===== config.mk =====
export PLATFORM = sky130hd
export DESIGN_NAME = mc_core
export DESIGN_NICKNAME = d
export VERILOG_FILES = /design/src/rtl/mc_pkg.sv /design/src/rtl/mc_regfile.sv /design/src/rtl/mc_core.sv
export SDC_FILE = /design/constraint.sdc
export NUM_CORES = 2
export LEC_CHECK = 0
export CORE_ASPECT_RATIO = 1.25
export CORE_MARGIN = 2
export CORE_UTILIZATION = 45
export CTS_BUF_LIST = sky130_fd_sc_hd__clkbuf_4 sky130_fd_sc_hd__clkbuf_8 sky130_fd_sc_hd__clkbuf_16
export DETAILED_ROUTE_END_ITERATION = 16
export SETUP_SLACK_MARGIN = 0.2
export SYNTH_ARGS = -nofsm -noshare
export SYNTH_HDL_FRONTEND = slang
export SYNTH_SLANG_ARGS = --single-unit
export TNS_END_PERCENT = 30

===== constraint.sdc =====
create_clock -name clk -period 17 [get_ports clk]
set_input_delay 1.7 -clock clk [delete_from_list [all_inputs] [get_ports clk]]
set_output_delay 1.7 -clock clk [all_outputs]
set_load 0.005 [all_outputs]

===== src/rtl/mc_pkg.sv =====
`default_nettype none
// ============================================================================
// Module      : mc_pkg
// Description : Shared constants, state encoding and decode helpers for the
//               multi-cycle MIPS-subset core.
// Revision    : 1.0 - initial release
// ============================================================================
package mc_pkg;

    localparam int c_XLEN = 32;

    // Primary opcodes
    localparam logic [5:0] c_OP_RTYPE = 6'h00;
    localparam logic [5:0] c_OP_J     = 6'h02;
    localparam logic [5:0] c_OP_BEQ   = 6'h04;
    localparam logic [5:0] c_OP_BNE   = 6'h05;
    localparam logic [5:0] c_OP_ADDI  = 6'h08;
    localparam logic [5:0] c_OP_LW    = 6'h23;
    localparam logic [5:0] c_OP_SW    = 6'h2B;

    // R-type function codes
    localparam logic [5:0] c_FN_SLL = 6'h00;
    localparam logic [5:0] c_FN_ADD = 6'h20;
    localparam logic [5:0] c_FN_SUB = 6'h22;
    localparam logic [5:0] c_FN_AND = 6'h24;
    localparam logic [5:0] c_FN_OR  = 6'h25;
    localparam logic [5:0] c_FN_SLT = 6'h2A;

    // ALU control codes
    localparam logic [3:0] c_ALU_ADD = 4'd0;
    localparam logic [3:0] c_ALU_SUB = 4'd1;
    localparam logic [3:0] c_ALU_AND = 4'd2;
    localparam logic [3:0] c_ALU_OR  = 4'd3;
    localparam logic [3:0] c_ALU_SLT = 4'd4;
    localparam logic [3:0] c_ALU_SLL = 4'd5;

    typedef enum logic [2:0] {
        S_FETCH  = 3'd0,
        S_DECODE = 3'd1,
        S_EXEC   = 3'd2,
        S_MEM    = 3'd3,
        S_WB     = 3'd4,
        S_HALT   = 3'd5
    } state_e;

    function automatic logic [c_XLEN-1:0] signExt(input logic [15:0] imm);
        return {{16{imm[15]}}, imm};
    endfunction

    function automatic logic [3:0] functToAlu(input logic [5:0] funct);
        case (funct)
            c_FN_SUB: return c_ALU_SUB;
            c_FN_AND: return c_ALU_AND;
            c_FN_OR:  return c_ALU_OR;
            c_FN_SLT: return c_ALU_SLT;
            c_FN_SLL: return c_ALU_SLL;
            default:  return c_ALU_ADD;
        endcase
    endfunction

    // An R-type with an unknown funct is as unsupported as an unknown opcode
    function automatic logic isLegal(input logic [5:0] op, input logic [5:0] funct);
        case (op)
            c_OP_RTYPE: begin
                case (funct)
                    c_FN_SLL, c_FN_ADD, c_FN_SUB,
                    c_FN_AND, c_FN_OR, c_FN_SLT: return 1'b1;
                    default:                    return 1'b0;
                endcase
            end
            c_OP_J, c_OP_BEQ, c_OP_BNE,
            c_OP_ADDI, c_OP_LW, c_OP_SW: return 1'b1;
            default:                     return 1'b0;
        endcase
    endfunction

endpackage
`default_nettype wire


===== src/rtl/mc_regfile.sv =====
`default_nettype none
// ============================================================================
// Module      : mc_regfile
// Description : 32 x 32 register file, two asynchronous read ports, one
//               synchronous write port, register 0 hardwired to zero.
// Revision    : 1.0 - initial release
// ============================================================================
module mc_regfile
    import mc_pkg::*;
(
    input  logic              clk,
    input  logic [4:0]        i_rdAddrA,
    output logic [c_XLEN-1:0] o_rdDataA,
    input  logic [4:0]        i_rdAddrB,
    output logic [c_XLEN-1:0] o_rdDataB,
    input  logic              i_we,
    input  logic [4:0]        i_wrAddr,
    input  logic [c_XLEN-1:0] i_wrData
);

    logic [c_XLEN-1:0] r_regs [0:31];

    // Writes to register 0 are dropped so it always reads back as zero
    always_ff @(posedge clk) begin
        if (i_we && (i_wrAddr != 5'd0)) begin
            r_regs[i_wrAddr] <= i_wrData;
        end
    end

    assign o_rdDataA = (i_rdAddrA == 5'd0) ? '0 : r_regs[i_rdAddrA];
    assign o_rdDataB = (i_rdAddrB == 5'd0) ? '0 : r_regs[i_rdAddrB];

endmodule
`default_nettype wire


===== src/rtl/mc_core.sv =====
`default_nettype none
// ============================================================================
// Module      : mc_core
// Description : Multi-cycle MIPS-subset core sharing one instruction/data
//               memory port with a req/ack handshake.
// Revision    : 1.0 - initial release
// ============================================================================
module mc_core
    import mc_pkg::*;
#(
    parameter logic [31:0] RESET_PC        = 32'h0000_0000,
    parameter bit          HALT_ON_ILLEGAL = 1'b1
) (
    input  logic              clk,
    input  logic              reset,
    output logic              mem_req,
    output logic              mem_we,
    output logic [c_XLEN-1:0] mem_addr,
    output logic [c_XLEN-1:0] mem_wdata,
    input  logic [c_XLEN-1:0] mem_rdata,
    input  logic              mem_ack,
    output logic              retire,
    output logic              halted,
    output logic [c_XLEN-1:0] dbg_pc
);

    state_e            r_state;
    logic [c_XLEN-1:0] r_pc, r_ir, r_a, r_b, r_aluOut, r_mdr;
    logic              r_memReq, r_memWe, r_halted;
    logic [c_XLEN-1:0] r_memAddr, r_memWdata;

    logic [5:0]        w_op, w_funct;
    logic [4:0]        w_rs, w_rt, w_rd, w_shamt;
    logic [c_XLEN-1:0] w_imm, w_rfA, w_rfB, w_aluIn2, w_aluResult;
    logic [c_XLEN-1:0] w_ldstAddr, w_jumpTarget, w_execNextPc, w_wbData;
    logic [3:0]        w_aluCtl;
    logic              w_isRtype, w_legal, w_isBranch, w_isJump, w_taken;
    logic              w_rfWe, w_retire;
    logic [4:0]        w_wbAddr;

    assign w_op         = r_ir[31:26];
    assign w_rs         = r_ir[25:21];
    assign w_rt         = r_ir[20:16];
    assign w_rd         = r_ir[15:11];
    assign w_shamt      = r_ir[10:6];
    assign w_funct      = r_ir[5:0];
    assign w_imm        = signExt(r_ir[15:0]);
    assign w_isRtype    = (w_op == c_OP_RTYPE);
    assign w_legal      = isLegal(w_op, w_funct);
    assign w_isBranch   = (w_op == c_OP_BEQ) || (w_op == c_OP_BNE);
    assign w_isJump     = (w_op == c_OP_J);
    assign w_taken      = (w_op == c_OP_BEQ) ? (r_a == r_b) :
                          (w_op == c_OP_BNE) ? (r_a != r_b) : 1'b0;
    assign w_jumpTarget = {r_pc[31:28], r_ir[25:0], 2'b00};
    assign w_ldstAddr   = r_a + w_imm;
    assign w_aluCtl     = w_isRtype ? functToAlu(w_funct) : c_ALU_ADD;
    assign w_aluIn2     = w_isRtype ? r_b : w_imm;

    // Illegal-as-NOP keeps the already-incremented PC
    assign w_execNextPc = !w_legal ? r_pc :
                          w_isJump ? w_jumpTarget :
                          w_taken  ? r_aluOut : r_pc;

    // Integer ALU used by R-type and addi in EXEC
    always_comb begin
        w_aluResult = '0;
        case (w_aluCtl)
            c_ALU_ADD: w_aluResult = r_a + w_aluIn2;
            c_ALU_SUB: w_aluResult = r_a - w_aluIn2;
            c_ALU_AND: w_aluResult = r_a & w_aluIn2;
            c_ALU_OR:  w_aluResult = r_a | w_aluIn2;
            c_ALU_SLT: w_aluResult = {31'd0, $signed(r_a) < $signed(w_aluIn2)};
            c_ALU_SLL: w_aluResult = r_b << w_shamt;
            default:   w_aluResult = '0;
        endcase
    end

    // Retire depends on mem_ack for stores, so it is decoded from state
    always_comb begin
        w_retire = 1'b0;
        case (r_state)
            S_EXEC:  w_retire = w_isBranch || w_isJump || !w_legal;
            S_MEM:   w_retire = mem_ack && (w_op == c_OP_SW);
            S_WB:    w_retire = 1'b1;
            default: w_retire = 1'b0;
        endcase
    end

    assign w_rfWe   = (r_state == S_WB);
    assign w_wbAddr = w_isRtype ? w_rd : w_rt;
    assign w_wbData = (w_op == c_OP_LW) ? r_mdr : r_aluOut;

    mc_regfile u_regfile (
        .clk       (clk),
        .i_rdAddrA (w_rs),
        .o_rdDataA (w_rfA),
        .i_rdAddrB (w_rt),
        .o_rdDataB (w_rfB),
        .i_we      (w_rfWe),
        .i_wrAddr  (w_wbAddr),
        .i_wrData  (w_wbData)
    );

    // Control FSM and datapath registers; every completing state launches the next fetch
    always_ff @(posedge clk) begin
        if (reset) begin
            r_state    <= S_FETCH;
            r_pc       <= RESET_PC;
            r_memReq   <= 1'b0;
            r_memWe    <= 1'b0;
            r_memAddr  <= '0;
            r_memWdata <= '0;
            r_halted   <= 1'b0;
        end else begin
            case (r_state)
                S_FETCH: begin
                    if (!r_memReq) begin
                        r_memReq  <= 1'b1;
                        r_memWe   <= 1'b0;
                        r_memAddr <= r_pc;
                    end else if (mem_ack) begin
                        r_ir     <= mem_rdata;
                        r_pc     <= r_pc + 32'd4;
                        r_memReq <= 1'b0;
                        r_state  <= S_DECODE;
                    end
                end
                S_DECODE: begin
                    r_a      <= w_rfA;
                    r_b      <= w_rfB;
                    r_aluOut <= r_pc + (w_imm << 2);
                    if (!w_legal && HALT_ON_ILLEGAL) begin
                        r_halted <= 1'b1;
                        r_state  <= S_HALT;
                    end else begin
                        r_state <= S_EXEC;
                    end
                end
                S_EXEC: begin
                    if (w_isBranch || w_isJump || !w_legal) begin
                        r_pc      <= w_execNextPc;
                        r_memReq  <= 1'b1;
                        r_memWe   <= 1'b0;
                        r_memAddr <= w_execNextPc;
                        r_state   <= S_FETCH;
                    end else if ((w_op == c_OP_LW) || (w_op == c_OP_SW)) begin
                        r_aluOut   <= w_ldstAddr;
                        r_memReq   <= 1'b1;
                        r_memWe    <= (w_op == c_OP_SW);
                        r_memAddr  <= w_ldstAddr;
                        r_memWdata <= r_b;
                        r_state    <= S_MEM;
                    end else begin
                        r_aluOut <= w_aluResult;
                        r_state  <= S_WB;
                    end
                end
                S_MEM: begin
                    if (mem_ack) begin
                        if (w_op == c_OP_SW) begin
                            r_memReq  <= 1'b1;
                            r_memWe   <= 1'b0;
                            r_memAddr <= r_pc;
                            r_state   <= S_FETCH;
                        end else begin
                            r_mdr    <= mem_rdata;
                            r_memReq <= 1'b0;
                            r_memWe  <= 1'b0;
                            r_state  <= S_WB;
                        end
                    end
                end
                S_WB: begin
                    r_memReq  <= 1'b1;
                    r_memWe   <= 1'b0;
                    r_memAddr <= r_pc;
                    r_state   <= S_FETCH;
                end
                default: begin
                    r_state <= S_HALT;
                end
            endcase
        end
    end

    assign mem_req   = r_memReq;
    assign mem_we    = r_memWe;
    assign mem_addr  = r_memAddr;
    assign mem_wdata = r_memWdata;
    assign retire    = w_retire;
    assign halted    = r_halted;
    assign dbg_pc    = r_pc;

endmodule
`default_nettype wire


=== After elaboration in Yosys (flattened, before gate mapping) ===
Memories as Yosys holds them, arrays and structs flattened. A register that Yosys moved wholly into a read port is not among the register bits.
Index checks and enable logic that the tools add are counted.

* Output and inout port bits: 100
* Input bits: 35
* Bits in registers: 198
* Memory bits (writable): 1024
* Memories: 1

{| class="wikitable"
|+ Memory list
! name !! depth !! width !! read ports !! clocked after memory_dff !! wr ports !! line !! text
|-
| u_regfile.r_regs || 32 || 32 || 2 || 2 || 1 || mc_regfile.sv:21 || <nowiki>logic [c_XLEN-1:0] r_regs [0:31];</nowiki>
|}

* Bitwise operators: 6
* $add $sub $neg: 5
* Shift-type cells: 1
* $lt $le $gt $ge: 1
* Reduce and logical (&&, ||, !) cells: 30
* Equality and inequality tests: 30
* Multiplexer cells: 49

{| class="wikitable"
|+ Operators by type and width
! kind !! number
|-
| 2-to-1 mux 32 bit || 15
|-
| one-hot mux 32 bit (6 select lines) || 1
|-
| one-hot mux 32 bit (2 select lines) || 2
|-
| one-hot mux 32 bit (4 select lines) || 1
|-
| adder 32 bit || 3
|-
| equality test 6 bit, second input constant || 7
|-
| adder 32 x 3 -> 32 bit, second input constant || 1
|-
| bitwise AND 32 bit || 1
|-
| equality test 32 bit || 1
|-
| < comparator 32 bit || 1
|-
| inequality test 32 bit || 1
|-
| OR 32 bit || 1
|-
| left shift 32 x 5 -> 32 bit || 1
|-
| subtractor 32 bit || 1
|-
| one-hot mux 3 bit (5 select lines) || 2
|-
| 2-to-1 mux 3 bit || 7
|-
| AND reduction 4 bit || 4
|-
| 2-to-1 mux 1 bit || 15
|-
| inequality test 2 bit, second input constant || 7
|-
| equality test 6 x 3 -> 1 bit, second input constant || 2
|-
| zero test 6 bit || 2
|-
| AND reduction 3 bit || 4
|-
| OR reduction 6 bit || 2
|-
| zero test 5 bit || 2
|-
| 25 further kinds || 38
|}

=== Longest topological paths before layout ===
* Depth in word-level cells: 8
* Mapped depth: 22
* Gate-level depth less buffers: 17

=== Modules after synthesis ===
From an unflattened synthesis, not the netlist that was laid out.

* Cells, all modules: 5008
* Area, all modules: 68918.6 µm²

{| class="wikitable"
|+ By module, submodules not included
! module !! instances !! area each (µm²) !! cells each
|-
| mc_regfile || 1 || 46998.8 || 2400
|-
| mc_core || 1 || 21919.8 || 2608
|}

=== Worst setup path before layout ===
Ideal clock, no wire load.

* Path type: input to register
* Start: input port reset
* End: register r_mdr[0] (enable)
* Library setup time: 0.595 ns
* Data arrival time: 7.165 ns
* Buffers on the path: 2
* Slack: 9.240 ns
* Cell stages on the path: 3
* Cell sequence: clkbuf_1 -> clkbuf_1 -> a2111oi_0

* Longest elaborated chain between the ends: 2

{| class="wikitable"
|+ RTL lines
! item !! line !! text
|-
| start: declaration || mc_core.sv:15 || <nowiki>input logic reset,</nowiki>
|-
| inverter 1 bit (no line) || - ||
|-
| AND reduction 4 bit (no line) || - ||
|-
| end signal: assignment || mc_core.sv:166 || <nowiki>r_mdr <= mem_rdata;</nowiki>
|-
| end: declaration || mc_core.sv:28 || <nowiki>logic [c_XLEN-1:0] r_pc, r_ir, r_a, r_b, r_aluOut, r_mdr;</nowiki>
|}

No other way between the ends.
A chain may end at the register's enable or synchronous reset.

=== Final worst setup path ===
* Start: register r_ir[29]
* End: register r_aluOut[26] (data pin)

* Longest elaborated chain between the ends: 7
* Elaborated cells between the ends (all ways): 20
* Those cells by class: add/sub: 2; eq/ne: 7; mux: 6; bitwise: 2; reduce/logical: 3

{| class="wikitable"
|+ RTL lines
! item !! line !! text
|-
| start: declaration || mc_core.sv:28 ||
|-
| start signal: assignment || mc_core.sv:122 || <nowiki>r_ir <= mem_rdata;</nowiki>
|-
| zero test 6 bit || mc_core.sv:48 || <nowiki>assign w_isRtype = (w_op == c_OP_RTYPE);</nowiki>
|-
| 2-to-1 mux 32 bit / 2-to-1 mux 4 bit (equally long branches) || mc_core.sv:57, mc_core.sv:56 ||
|-
| subtractor 32 bit (tied with other cells) || mc_core.sv:69 || <nowiki>c_ALU_SUB: w_aluResult = r_a - w_aluIn2;</nowiki>
|-
| one-hot mux 32 bit (6 select lines) || mc_core.sv:67 || <nowiki>case (w_aluCtl)</nowiki>
|-
| 2-to-1 mux 32 bit * || mc_core.sv:146 || <nowiki>end else if ((w_op == c_OP_LW) || (w_op == c_OP_SW)) begin</nowiki>
|-
| 2-to-1 mux 32 bit * || mc_core.sv:140 || <nowiki>if (w_isBranch || w_isJump || !w_legal) begin</nowiki>
|-
| one-hot mux 32 bit (2 select lines) * || mc_core.sv:115 || <nowiki>case (r_state)</nowiki>
|-
| end signal: assignment || mc_core.sv:131 || <nowiki>r_aluOut <= r_pc + (w_imm << 2);</nowiki>
|-
| end signal: assignment || mc_core.sv:147 || <nowiki>r_aluOut <= w_ldstAddr;</nowiki>
|-
| end signal: assignment || mc_core.sv:154 || <nowiki>r_aluOut <= w_aluResult;</nowiki>
|-
| end: declaration || mc_core.sv:28 ||
|}

Every way passes the cells marked *; elsewhere a longest branch is shown, timed or not. The select of a mux whose other input is x is not followed.

==> results.md <==
- The number of iterations in the first detailed-routing pass is 6.
- The layer flagged by global routing as most heavily used is met2.
- After synthesis the cells add up to 0.0687 sq mm.
- The synthesized netlist contains 95 unique library cells.
- By count the netlist is led by sky130_fd_sc_hd__edfxtp_1, sky130_fd_sc_hd__mux4_2, sky130_fd_sc_hd__nand2_1.
- For this run, design rule violations remaining after detail routing come to 0.
- The slew at the pin with the worst max-slew slack is 1.11 ns.
- Setup repair after global routing left no endpoint under its margin.
- Of the synthesized area, sequential elements account for 0.547.
- The die is 441 um tall.
- The stage delay of the slowest cell on the critical path is 0.63 ns.
- Power spread over the standard cell area amounts to 92.0 mW/mm^2.
- The number of nets at the end of the flow is 4879.
- The startpoint identified for the worst register-to-register timing path is r_ir[29].
- The final route contains 45900 vias.
- The path type of the worst min-delay path is register to register.
- The maximum number of pins on one net before global-route repair is 136.
- The number of global-route vias before repair came to 45200.
- The cell count after synthesis came out at 4593.
- The startpoint of the lowest-slack hold path is mem_addr[23].
- The number of buffers on the longest clock path is 3.
- Post-CTS repair changed the size of 0 cells.
- The wire length per cell is 35.8 um.
- Counting both buffers and inverters, the worst setup path holds a total of 2.
- The initial antenna violation count is 10.
- The first global-routing pass estimated 341 mm of wire.
- The placeable core region is 0.152 sq mm.
- The final cycle utilization of the critical path is 0.356.
- By area the synthesized netlist is led by sky130_fd_sc_hd__edfxtp_1, sky130_fd_sc_hd__mux4_2, sky130_fd_sc_hd__ha_1.
- The critical path goes through or3_1, nor4_2, buf_4, nand2_1, nand2_1, ha_1, inv_1, fa_1, nand2b_1, a21oi_1, o21ai_1, o21ai_1, a311oi_1, o31ai_1, a21oi_1, and2_1, o31a_1, a22oi_1.
- The count of port buffers added during placement is 134.
- The worst setup path is launched from a register.
- The source-to-sink clock delay at the later pin of the worst-skew pair is 0.79 ns.
- The synthesis-to-layout area growth is 12.1%.
- Headroom to the max-slew limit came out at 0.257.
- The run finished with clean final reports.
- The type of destination of the critical path is a register.
- The reg-to-reg critical path endpoint is r_aluOut[26].
- In this run the horizontal extent of the chip is 354 um.
- The worst setup slack for register-to-register paths is 10.95 ns.
- The detail route stage leaves a number of antenna-violating nets equal to 0.
- The number of endpoints with negative hold slack in the final report came to 0.
- The total clock buffers created by CTS is 133.
- The H-tree generated during clock tree synthesis spans 4 levels.
- The leakage power is 25.6 nW.
- The slowest library cell on the worst path is sky130_fd_sc_hd__o31ai_1.
- The number of buffers added to fix hold violations after cts is 0.
- The clock period could shrink to 6.05 ns.
- Data on the critical path is required at its endpoint by 17.61 ns.
- The achievable clock frequency is 0.165 GHz.
- Setup violations remaining at the end of the flow were counted as 0.
- The synthesized design spends more area on one cell type than any other, namely sky130_fd_sc_hd__edfxtp_1.
- In this run the worst path has a maximum fanout of 42.
- In the final layout, the share of cells above drive strength 1 is 0.237.
- The first routing iteration left 6319 violations.
- IR analysis of the VDD net gives a maximum drop of 71.1 uV.
- At the worst endpoint, the arrival time is 6.66 ns.
- Post-CTS timing repair inserted 0 buffers for setup.
- The depth of the most critical reg-to-reg path is 18.
- The tool flagged a number of max-cap violations equal to 0.
- The global routing usage summed across all routing layers is 0.312.
- The die outline area is 0.156 sq mm.
- The clock skew is 0.0263 ns.
- The post-synthesis area per instance is 15.0 sq um.
- Along the worst hold path, the cell count comes to 2.
- The async set-reset flop share out of synthesis is 0.
- The met2 usage is 0.514.
- The wire-length estimate of the detail-placed layout is 151 mm.
- The cell at the root of the clock tree is sky130_fd_sc_hd__clkbuf_16.
- For met3 alone, demand over resource in global routing was 0.0545.
- The number of max-slew violations in the final report is 0.
- The cell type group with the largest total delay on the critical path is compound AO/OA/AOI/OAI gates.
- TritonCTS built the clock tree.
- For this block, the routed nets add up to 244 mm of wire.
- The number of flops mapped to enable cells by yosys is 1184.
- After layout, the design draws a total of 7.09 mW.
- Yosys instantiated no cell more often than sky130_fd_sc_hd__edfxtp_1.
- After clock tree synthesis, the clock-pin slew on the worst setup and hold paths is 0.06 ns.
- The floorplan has 160 rows.
- For met1 alone, demand over resource in global routing was 0.391.
- The most instantiated flip-flop cell in the synthesis netlist is sky130_fd_sc_hd__edfxtp_1.
- Of the post-synthesis cell area, the dominant cell type holds 0.517.
- The destination of the worst hold path is mem_addr[23].
- The critical path is of the register to register type.
- The number of top-level pins is 135.
- The yosys synthesis warning count is 0.
- Using the TritonRoute via totals, the vias-per-cell ratio works out to 6.74.
- The initial utilization of the core area, before any placement, comes to 0.452.
- The total of flip-flops plus latches after synthesis is 1286.
- The share of the core filled with cells is 0.507.
- The total clock sinks is 1286.
- The sum of negative setup slack is 0 ns.
- Summed over all layers, the global routing overflow is 0.
- The final weighted congestion of routability-driven global placement is 0.990.
==> worst max-delay path by stage <==
stage          startpoint           end  slack, ns  cells after the start
6_report         r_ir[29]  r_aluOut[26]      10.95                     18
5_1_grt          r_ir[29]  r_aluOut[30]      10.61                     18
4_1_cts          r_ir[29]  r_aluOut[26]      11.08                     18
3_5_place_dp     r_ir[29]  r_aluOut[26]      11.11                     18
3_3_place_gp     r_ir[29]  r_aluOut[30]      11.15                     18
2_1_floorplan       reset      r_mdr[0]       9.24                      3
==> worst reg2reg max path, delay by kind of cell (launching register included) <==
family,cells,cell delay (ns)
AOI/OAI and AO/OA,8,2.59
buffers and inverters,2,0.61
adders and majority gates,2,0.68
DFF,1,0.54
and+or+nand+nor,6,1.45
==> layer usage <==
layer  share of wire  up-vias
met4           0.063        6
li1                -    18700
met3           0.086      594
met1            0.36    23900
met2            0.49     2641
met5         0.00055        -
==> where the power goes <==
| group | switching, mW | total (mW) | internal, mW |
|---|---|---|---|
| registers | 0.0547 | 3.53 | 3.47 |
| logic | 0.364 | 0.595 | 0.230 |
| clock network | 1.29 | 2.96 | 1.67 |
==> layout by cell type (no fill, tap or decap), drive strengths merged, types with 22 or more instances in the layout <==
cell           synthesis  layout
a211oi                48      48
a21o                  62      62
a21oi                243     243
a31oi                 28      28
and3                  22      22
buf                   95     107
clkbuf               228     177
clkdlybuf4s50          0     133
clkinv                 0      43
conb                   1      32
dfxtp                102     102
edfxtp              1184    1184
ha                   164     164
inv                  123     129
mux2                  46      46
mux2i                123     123
mux4                 671     671
nand2                332     332
nand2b                26      26
nand3                 50      50
nor2                 283     283
nor3                  68      68
nor4                  25      25
o211ai                37      37
o21ai                195     195
o22ai                 27      27
xnor2                 27      27
xor2                  59      59
==> final cells by class <==
cell class	count	area (sq um)
Multi-Input combinational cell	2892	29900
Fill cell	12600	74900
Sequential cell	1286	37600
Timing Repair Buffer	240	2180
Tap cell	2025	2530
Antenna cell	1	2.50
Inverter	123	467
Clock inverter	64	633
Clock buffer	177	3760
==> sequential cells by signal, summed over array words and instances, names as in the netlist <==
signal,flops
r_mdr,32
mem_addr,32
halted,1
r_state,3
mem_wdata,32
r_aluOut,32
u_regfile.r_regs,1024
r_ir,32
mem_we,1
mem_req,1
r_a,32
r_b,32
dbg_pc,32
==> cell families after synthesis <==
kind of cell,after synthesis,share of synthesized area
muxes,840,0.245
DFF,1286,0.547
and+or+nand+nor,913,0.0600
adders and majority gates,168,0.0310
xor gates and xnor gates,86,0.0110
other,1,0.0000546
buffers and inverters,446,0.0252
AOI/OAI and AO/OA,853,0.0806
==> through the flow <==
| step | hold WS, ns | worst slack [ns] | cells | instance area, sq um |
|---|---|---|---|---|
| 4_1_cts | 0.460 | 11.08 | 6807 | 77100 |
| 6_report | 0.461 | 10.95 | 6808 | 77100 |
| 2_1_floorplan | 0.442 | 9.24 | 4624 | 68900 |
| 3_5_place_dp | 0.450 | 11.11 | 6566 | 72700 |
| 5_1_grt | 0.487 | 10.61 | 6807 | 77100 |
| 3_3_place_gp | 0.445 | 11.15 | 6566 | 72700 |
Note: power is estimated with default switching activity, not from simulation.
